[src/rtl/regfile_write_arbiter_if.sv]
`default_nettype none
// ============================================================================
// Module   : regfile_write_arbiter_if
// Purpose  : Writeback request bus and regfile write-port signals of the
//            register-file write arbiter.
// Revision : 1.0 - initial release
// ============================================================================
interface regfile_write_arbiter_if #(
    parameter int AW = 5,
    parameter int DW = 32
);
    logic          Req0Valid;
    logic [AW-1:0] Req0Addr;
    logic [DW-1:0] Req0Data;
    logic          Req0Ready;
    logic          Req1Valid;
    logic [AW-1:0] Req1Addr;
    logic [DW-1:0] Req1Data;
    logic          Req1Ready;
    logic [AW-1:0] WriteRegister;
    logic [DW-1:0] WriteData;
    logic          RegWrite;
    logic          InitDone;

    // The requester/regfile side drives the requests and observes the results.
    modport master (
        output Req0Valid, Req0Addr, Req0Data,
        output Req1Valid, Req1Addr, Req1Data,
        input  Req0Ready, Req1Ready,
        input  WriteRegister, WriteData, RegWrite, InitDone
    );

    modport slave (
        input  Req0Valid, Req0Addr, Req0Data,
        input  Req1Valid, Req1Addr, Req1Data,
        output Req0Ready, Req1Ready,
        output WriteRegister, WriteData, RegWrite, InitDone
    );
endinterface
`default_nettype wire

[src/rtl/regfile_write_arbiter.sv]
`default_nettype none
// ============================================================================
// Module   : regfile_write_arbiter
// Purpose  : Clears registers 1..NREG-1 after reset, then round-robin
//            arbitrates two writeback requesters onto the regfile write port.
// Revision : 1.0 - initial release
// ============================================================================
module regfile_write_arbiter #(
    parameter int NREG = 32,
    parameter int AW   = 5,
    parameter int DW   = 32
) (
    input  logic                    Clk,
    input  logic                    Reset,
    regfile_write_arbiter_if.slave  bus
);

    localparam logic [AW-1:0] c_last_reg = AW'(NREG - 1);

    typedef enum logic [0:0] {
        S_INIT = 1'b0,
        S_RUN  = 1'b1
    } state_t;

    state_t        r_state;
    logic [AW-1:0] r_cnt;
    logic          r_last1;
    logic          r_regwrite;
    logic [AW-1:0] r_wreg;
    logic [DW-1:0] r_wdata;
    logic          r_initdone;

    logic          w_grant0;
    logic          w_grant1;
    logic [AW-1:0] w_addr;
    logic [DW-1:0] w_data;

    // Contention goes to whichever requester did not win the previous grant.
    always_comb begin
        w_grant0 = 1'b0;
        w_grant1 = 1'b0;
        if (r_state == S_RUN) begin
            if (bus.Req0Valid && bus.Req1Valid) begin
                w_grant0 = r_last1;
                w_grant1 = ~r_last1;
            end else begin
                w_grant0 = bus.Req0Valid;
                w_grant1 = bus.Req1Valid;
            end
        end
    end

    assign w_addr = w_grant1 ? bus.Req1Addr : bus.Req0Addr;
    assign w_data = w_grant1 ? bus.Req1Data : bus.Req0Data;

    always_ff @(posedge Clk) begin
        if (Reset) begin
            r_state    <= S_INIT;
            r_cnt      <= AW'(1);
            r_last1    <= 1'b1;
            r_regwrite <= 1'b0;
            r_wreg     <= '0;
            r_wdata    <= '0;
            r_initdone <= 1'b0;
        end else begin
            case (r_state)
                S_INIT: begin
                    r_regwrite <= 1'b1;
                    r_wreg     <= r_cnt;
                    r_wdata    <= '0;
                    r_cnt      <= r_cnt + 1'b1;
                    if (r_cnt == c_last_reg) begin
                        r_initdone <= 1'b1;
                        r_state    <= S_RUN;
                    end
                end
                default: begin
                    if (w_grant0 || w_grant1) begin
                        r_last1 <= w_grant1;
                        // Register 0 is accepted but never written; outputs hold.
                        if (w_addr != '0) begin
                            r_regwrite <= 1'b1;
                            r_wreg     <= w_addr;
                            r_wdata    <= w_data;
                        end else begin
                            r_regwrite <= 1'b0;
                        end
                    end else begin
                        r_regwrite <= 1'b0;
                    end
                end
            endcase
        end
    end

    assign bus.Req0Ready     = w_grant0;
    assign bus.Req1Ready     = w_grant1;
    assign bus.WriteRegister = r_wreg;
    assign bus.WriteData     = r_wdata;
    assign bus.RegWrite      = r_regwrite;
    assign bus.InitDone      = r_initdone;

endmodule
`default_nettype wire
[src/flat_wrapper.sv]
// flat-port wrapper written by rule: the top's interface ports become plain ports
module regfile_write_arbiter_flat 
#(
    parameter int NREG = 32,
    parameter int AW   = 5,
    parameter int DW   = 32
)
  (Clk, Reset, bus_Req0Valid, bus_Req0Addr, bus_Req0Data, bus_Req1Valid, bus_Req1Addr, bus_Req1Data, bus_Req0Ready, bus_Req1Ready, bus_WriteRegister, bus_WriteData, bus_RegWrite, bus_InitDone);
  regfile_write_arbiter_if #(.AW(AW), .DW(DW)) bus_i ();
  input  logic Clk;
  input  logic Reset;
  input wire logic [$bits(bus_i.Req0Valid)-1:0] bus_Req0Valid;
  input wire logic [$bits(bus_i.Req0Addr)-1:0] bus_Req0Addr;
  input wire logic [$bits(bus_i.Req0Data)-1:0] bus_Req0Data;
  input wire logic [$bits(bus_i.Req1Valid)-1:0] bus_Req1Valid;
  input wire logic [$bits(bus_i.Req1Addr)-1:0] bus_Req1Addr;
  input wire logic [$bits(bus_i.Req1Data)-1:0] bus_Req1Data;
  output wire logic [$bits(bus_i.Req0Ready)-1:0] bus_Req0Ready;
  output wire logic [$bits(bus_i.Req1Ready)-1:0] bus_Req1Ready;
  output wire logic [$bits(bus_i.WriteRegister)-1:0] bus_WriteRegister;
  output wire logic [$bits(bus_i.WriteData)-1:0] bus_WriteData;
  output wire logic [$bits(bus_i.RegWrite)-1:0] bus_RegWrite;
  output wire logic [$bits(bus_i.InitDone)-1:0] bus_InitDone;
  assign bus_i.Req0Valid = bus_Req0Valid;
  assign bus_i.Req0Addr = bus_Req0Addr;
  assign bus_i.Req0Data = bus_Req0Data;
  assign bus_i.Req1Valid = bus_Req1Valid;
  assign bus_i.Req1Addr = bus_Req1Addr;
  assign bus_i.Req1Data = bus_Req1Data;
  assign bus_Req0Ready = bus_i.Req0Ready;
  assign bus_Req1Ready = bus_i.Req1Ready;
  assign bus_WriteRegister = bus_i.WriteRegister;
  assign bus_WriteData = bus_i.WriteData;
  assign bus_RegWrite = bus_i.RegWrite;
  assign bus_InitDone = bus_i.InitDone;
  regfile_write_arbiter #(.NREG(NREG), .AW(AW), .DW(DW)) u_core (.Clk(Clk), .Reset(Reset), .bus(bus_i));
endmodule
[config.mk]
export PLATFORM = sky130hd
export DESIGN_NAME = regfile_write_arbiter_flat
export DESIGN_NICKNAME = d
export VERILOG_FILES = /design/src/rtl/regfile_write_arbiter_if.sv /design/src/rtl/regfile_write_arbiter.sv /design/src/flat_wrapper.sv
export SDC_FILE = /design/constraint.sdc
export NUM_CORES = 1
export LEC_CHECK = 0
export ABC_AREA = 1
export BUFFER_PORTS_ARGS = -buffer_cell sky130_fd_sc_hd__buf_2
export CAP_MARGIN = 25
export CORE_MARGIN = 4
export CORE_UTILIZATION = 35
export DETAILED_ROUTE_END_ITERATION = 8
export GPL_TIMING_DRIVEN = 0
export HOLD_SLACK_MARGIN = 0.15
export SETUP_SLACK_MARGIN = 0.2
export SLEW_MARGIN = 40
export SYNTH_ARGS = -nofsm -noshare
export SYNTH_HDL_FRONTEND = slang
export SYNTH_SLANG_ARGS = --single-unit
[constraint.sdc]
create_clock -name Clk -period 2.82 [get_ports Clk]
set_input_delay 0.423 -clock Clk [delete_from_list [all_inputs] [get_ports Clk]]
set_output_delay 0.423 -clock Clk [all_outputs]
set_load 0.05 [all_outputs]
# Word-level counts from Yosys, hierarchy flattened

Index checks and enable logic that the tools add are counted.

Register bits: 46
Bits of input ports: 78
Output and inout port bits: 41
Word-level logic and storage cells: 35

Add/subtract/negate cells: 1
Equality and inequality tests: 3
Multiplexer cells: 14
Bitwise logic cells: 2
Reduce and logical (&&, ||, !) cells: 8

Operator list:

| kind                                                           | number |
|---|---|
| 32-bit 2-to-1 mux                                              | 1 |
| 5-bit 2-to-1 mux                                               | 4 |
| 1-bit 2-to-1 mux                                               | 9 |
| 2-bit AND reduction                                            | 4 |
| 5-bit by 1-bit adder with 5-bit output (second input constant) | 1 |
| 5-bit equality test (second input constant)                    | 1 |
| 5-bit nonzero test                                             | 1 |
| 2-bit inequality test (second input constant)                  | 2 |
| 1-bit inverter                                                 | 2 |
| 2-bit OR reduction                                             | 1 |
| 1-bit logical AND                                              | 1 |
| 1-bit logical OR                                               | 1 |

# Depth between registers and ports, before layout

Word-level depth: 8
Mapped depth: 12
Gate-level depth less buffers: 10

# Worst setup path before layout

No wires, ideal clock.

Kind: input-to-output
Start: input bus_Req0Valid
End: output bus_Req1Ready
Data arrival time: 1.399 ns
Required time: 2.397 ns
Path slack: 0.998 ns
Stages: 4
Path buffers: 1
Cells stage by stage: nand2_1 nand2_4 clkinv_1 clkbuf_1

Longest elaborated chain between the ends: 3

Ends and longest elaborated chain:

| element           | RTL line                    | RTL |
|---|---|---|
| start, declared   | flat_wrapper.sv:12          | `input wire logic [$bits(bus_i.Req0Valid)-1:0] bus_Req0Valid;` |
| 1-bit logical AND | regfile_write_arbiter.sv:43 | `if (bus.Req0Valid && bus.Req1Valid) begin` |
| 1-bit 2-to-1 mux  | regfile_write_arbiter.sv:43 |  |
| 1-bit 2-to-1 mux  | regfile_write_arbiter.sv:42 | `if (r_state == S_RUN) begin` |
| end, declared     | flat_wrapper.sv:19          | `output wire logic [$bits(bus_i.Req1Ready)-1:0] bus_Req1Ready;` |

Every way passes these cells.

# Worst setup path in the final report

Start: register u_core.r_state
End: output bus_Req1Ready

Longest elaborated chain between the ends: 1

Ends and longest elaborated chain:

| element                | RTL line                    | RTL |
|---|---|---|
| start, declared        | regfile_write_arbiter.sv:25 | `state_t r_state;` |
| start signal, assigned | regfile_write_arbiter.sv:58 | `r_state <= S_INIT;` |
| start signal, assigned | regfile_write_arbiter.sv:74 | `r_state <= S_RUN;` |
| 1-bit 2-to-1 mux       | regfile_write_arbiter.sv:42 |  |

Every way passes these cells.

==> results.yml <==
sta:
  slew_viol_final: 0
  fin_skew_ps: 8.30
  finalWorstSetupSlack_ps: 486
  relSlewSlack_pct: 66.2
  finalSetupViolCount: 0
  finalSetupTns_ps: 0
  finalCritPeriodShare_pct: 82.8
  hold_ws_ps: 452
  tightest_slew_ps: 508
  rsz0062_at_grt: "false"
  fmax_ghz: 0.428
  fin_crit_ps: 2330
  hold_viol_final: 0
routing:
  vias_per_cell: 4.51
  antenna_left: 0
  first_pass_iters: 4
  via_count: 2546
  drtIter0Drc: 84
  drc: 0
  wire_per_inst_um: 11.6
  routed_wl_um: 6520
cells_and_area:
  layout-drive-gt1-share_pct: 28.1
  antenna_cells: 0
  finalNetCount: 566
  area_growth_pct: 33.4
  final_util_pct: 48.6
worst_setup_path:
  arrival_ps: 1910
  cp-start-kind: "register"
  cp_max_fo: 10
  crit_required_ps: 2400
  critical_path_class: "reg2out"
  cp-end-kind: "output port"
pwr:
  p_leak_nw: 1.57
  p_int_mw: 0.898
  switchingPower_mw: 0.301
  pwr-share-seq_pct: 55.4
  p_comb_share_pct: 11.1
  ir_drop_uv: 207
  p_sw_share_pct: 25.1
  power.share.clock_pct: 33.5
  powerDensity_nw_per_um2: 387
global_routing:
  grt_util_met1_pct: 20.6
  grt.overflow.total: 0
  grt_pass1_vias: 2164
  grt_util_met2_pct: 26.0
  grt_first_pass_wirelength_um: 9960
  antenna_found_initial: 0
  top_usage_layer: "met2"
  track_usage_pct: 15.8
  grt_max_degree: 16
  use_met3_pct: 4.06
clock_tree:
  cts.sinks: 46
  clock_latency_ps: 300
  cts_max_level: 2
  post_cts_buffers: 0
  cts_hold_buf: 0
  clk_pin_slew_ps: 100
  ctsResizeCount: 0
  numCtsBuffers: 5
  cts_root_buf: "clkbuf_8"
  clock_path_buffers: 2
  cts_tree: "yes"
worst_hold_path:
  hp-class: "in2reg"
floorplanning:
  io_pins: 119
  die_x_um: 89.5
  rows: 29
  initial_core_util_pct: 36.4
  dieArea_sq_um: 8010
  die_h_um: 89.5
  core_area_sq_um: 6390
synth:
  syn-num-nets: 441
  ys_warn_count: 0
  yosysSeqAreaShare_pct: 39.6
  synth_cell_types: 25
  syn_area_sq_um: 2320
  ys_seq_elements: 46
  syn_area_per_cell_sq_um: 6.44
  syn_inst: 361
placement:
  post-place-ws_ps: 653
  place.gp.congestion: 0.848
  port_buffers: 118
  hpwl_um: 5160
run:
  max-cap-violations: 0
status:
  status: "finished, final reports clean"
-- stage by stage --
step                      instances  power, mW  instance area [sq um]
after floorplan                 361      0.746                   2320
final                           564       1.20                   3100
after detailed placement        556      0.813                   3010
after global routing            564       1.26                   3100
after global placement          556      0.811                   3010
after CTS                       564       1.22                   3100
-- worst paths after layout --
path,from,end,slack (ps),cells past startpoint
worst max-delay path,u_core.r_state$_SDFF_PP0_,bus_Req1Ready,490,6
worst max register to register,u_core.r_state$_SDFF_PP0_,u_core.bus.WriteData[29]$_SDFFE_PP0P_,950,9
worst min register to register,u_core.bus.WriteData[14]$_SDFFE_PP0P_,u_core.bus.WriteData[14]$_SDFFE_PP0P_,460,2
worst min-delay path,bus_Req1Data[18],u_core.bus.WriteData[18]$_SDFFE_PP0P_,450,5
-- kinds of logic (layout without fill, tap and decap cells) --
group / count (synthesis) / in the layout / synth area share, %
adders and majority gates: 2 / 2 / 1.08
AOI/OAI and AO/OA: 56 / 56 / 14.9
DFF: 46 / 46 / 39.6
buffers and inverters: 44 / 170 / 8.29
and+or+nand+nor: 212 / 212 / 35.8
xor gates and xnor gates: 1 / 1 / 0.377
-- final cells by class --
cell class              count  area [sq um]
fillers                   726          3290
multi-input cells         271          1210
flip-flops and latches     46           921
repair buffers            118           591
plain buffers              20           103
well taps                  77          96.3
inverters                  24          90.1
clock buffers               5          68.8
clock inverters             3          21.3
-- synthesized netlist by cell type --
library cell	number	area, sq um
o21bai_1	1	7.51
inv_1	22	82.6
clkbuf_1	13	48.8
nand2_4	1	11.3
nand3b_1	1	7.51
nand3_1	15	75.1
nor3_1	4	20.0
clkinv_1	1	3.75
nor2_1	28	105
o211ai_1	1	7.51
a21boi_1	19	143
buf_2	1	5.00
inv_2	1	3.75
nand2_1	163	612
ha_1	2	25.0
o21ai_1	1	5.00
buf_4	5	37.5
a21boi_0	2	15.0
buf_6	1	11.3
xor2_1	1	8.76
a21oi_1	12	60.1
o21ai_0	18	90.1
dfxtp_1	46	921
o21ai_2	1	8.76
a21oi_2	1	8.76
-- layout by cell type, fill, tap and decap left out --
master,synthesis,routed
nand2_1,163,163
buf_2,1,119
dfxtp_1,46,46
nor2_1,28,28
inv_1,22,22
a21boi_1,19,19
o21ai_0,18,18
nand3_1,15,15
clkbuf_1,13,13
a21oi_1,12,12
buf_4,5,5
clkbuf_8,0,5
nor3_1,4,4
a21boi_0,2,2
ha_1,2,2
inv_2,1,1
nand2_4,1,1
clkinv_1,1,1
o21ai_1,1,1
buf_6,1,1
o21bai_1,1,1
o21ai_2,1,1
a21oi_2,1,1
xor2_1,1,1
o211ai_1,1,1
nand3b_1,1,1
clkinv_2,0,1
clkinv_4,0,1
clkinvlp_4,0,1
-- power groups by stage --
stage	combinational [mW]	sequential, mW	clock [mW]
2_1_floorplan	0.0523	0.694	0
4_1_cts	0.134	0.665	0.421
3_5_place_dp	0.133	0.680	0
3_3_place_gp	0.132	0.680	0
5_1_grt	0.151	0.666	0.445
6_report	0.133	0.664	0.402
-- layer usage --
| layer | wire, um | up-vias |
|---|---|---|
| li1 | - | 1374 |
| met4 | 63 | 0 |
| met2 | 3030 | 65 |
| met5 | 0 | - |
| met3 | 465 | 5 |
| met1 | 2970 | 1102 |
-- sequential cells by signal, summed over array words and instances (netlist names) --
name / count
u_core.bus.InitDone: 1
u_core.bus.RegWrite: 1
u_core.bus.WriteData: 32
u_core.bus.WriteRegister: 5
u_core.r_cnt: 5
u_core.r_last1: 1
u_core.r_state: 1
-- worst max-delay path, stage by stage (launching register included) --
cell and delay [ps]:
dfxtp_1 420, nand2_1 100, inv_2 120, nand2_4 80
clkinv_1 140, clkbuf_1 400, buf_2 350
Note: power is estimated with default switching activity, not from simulation.
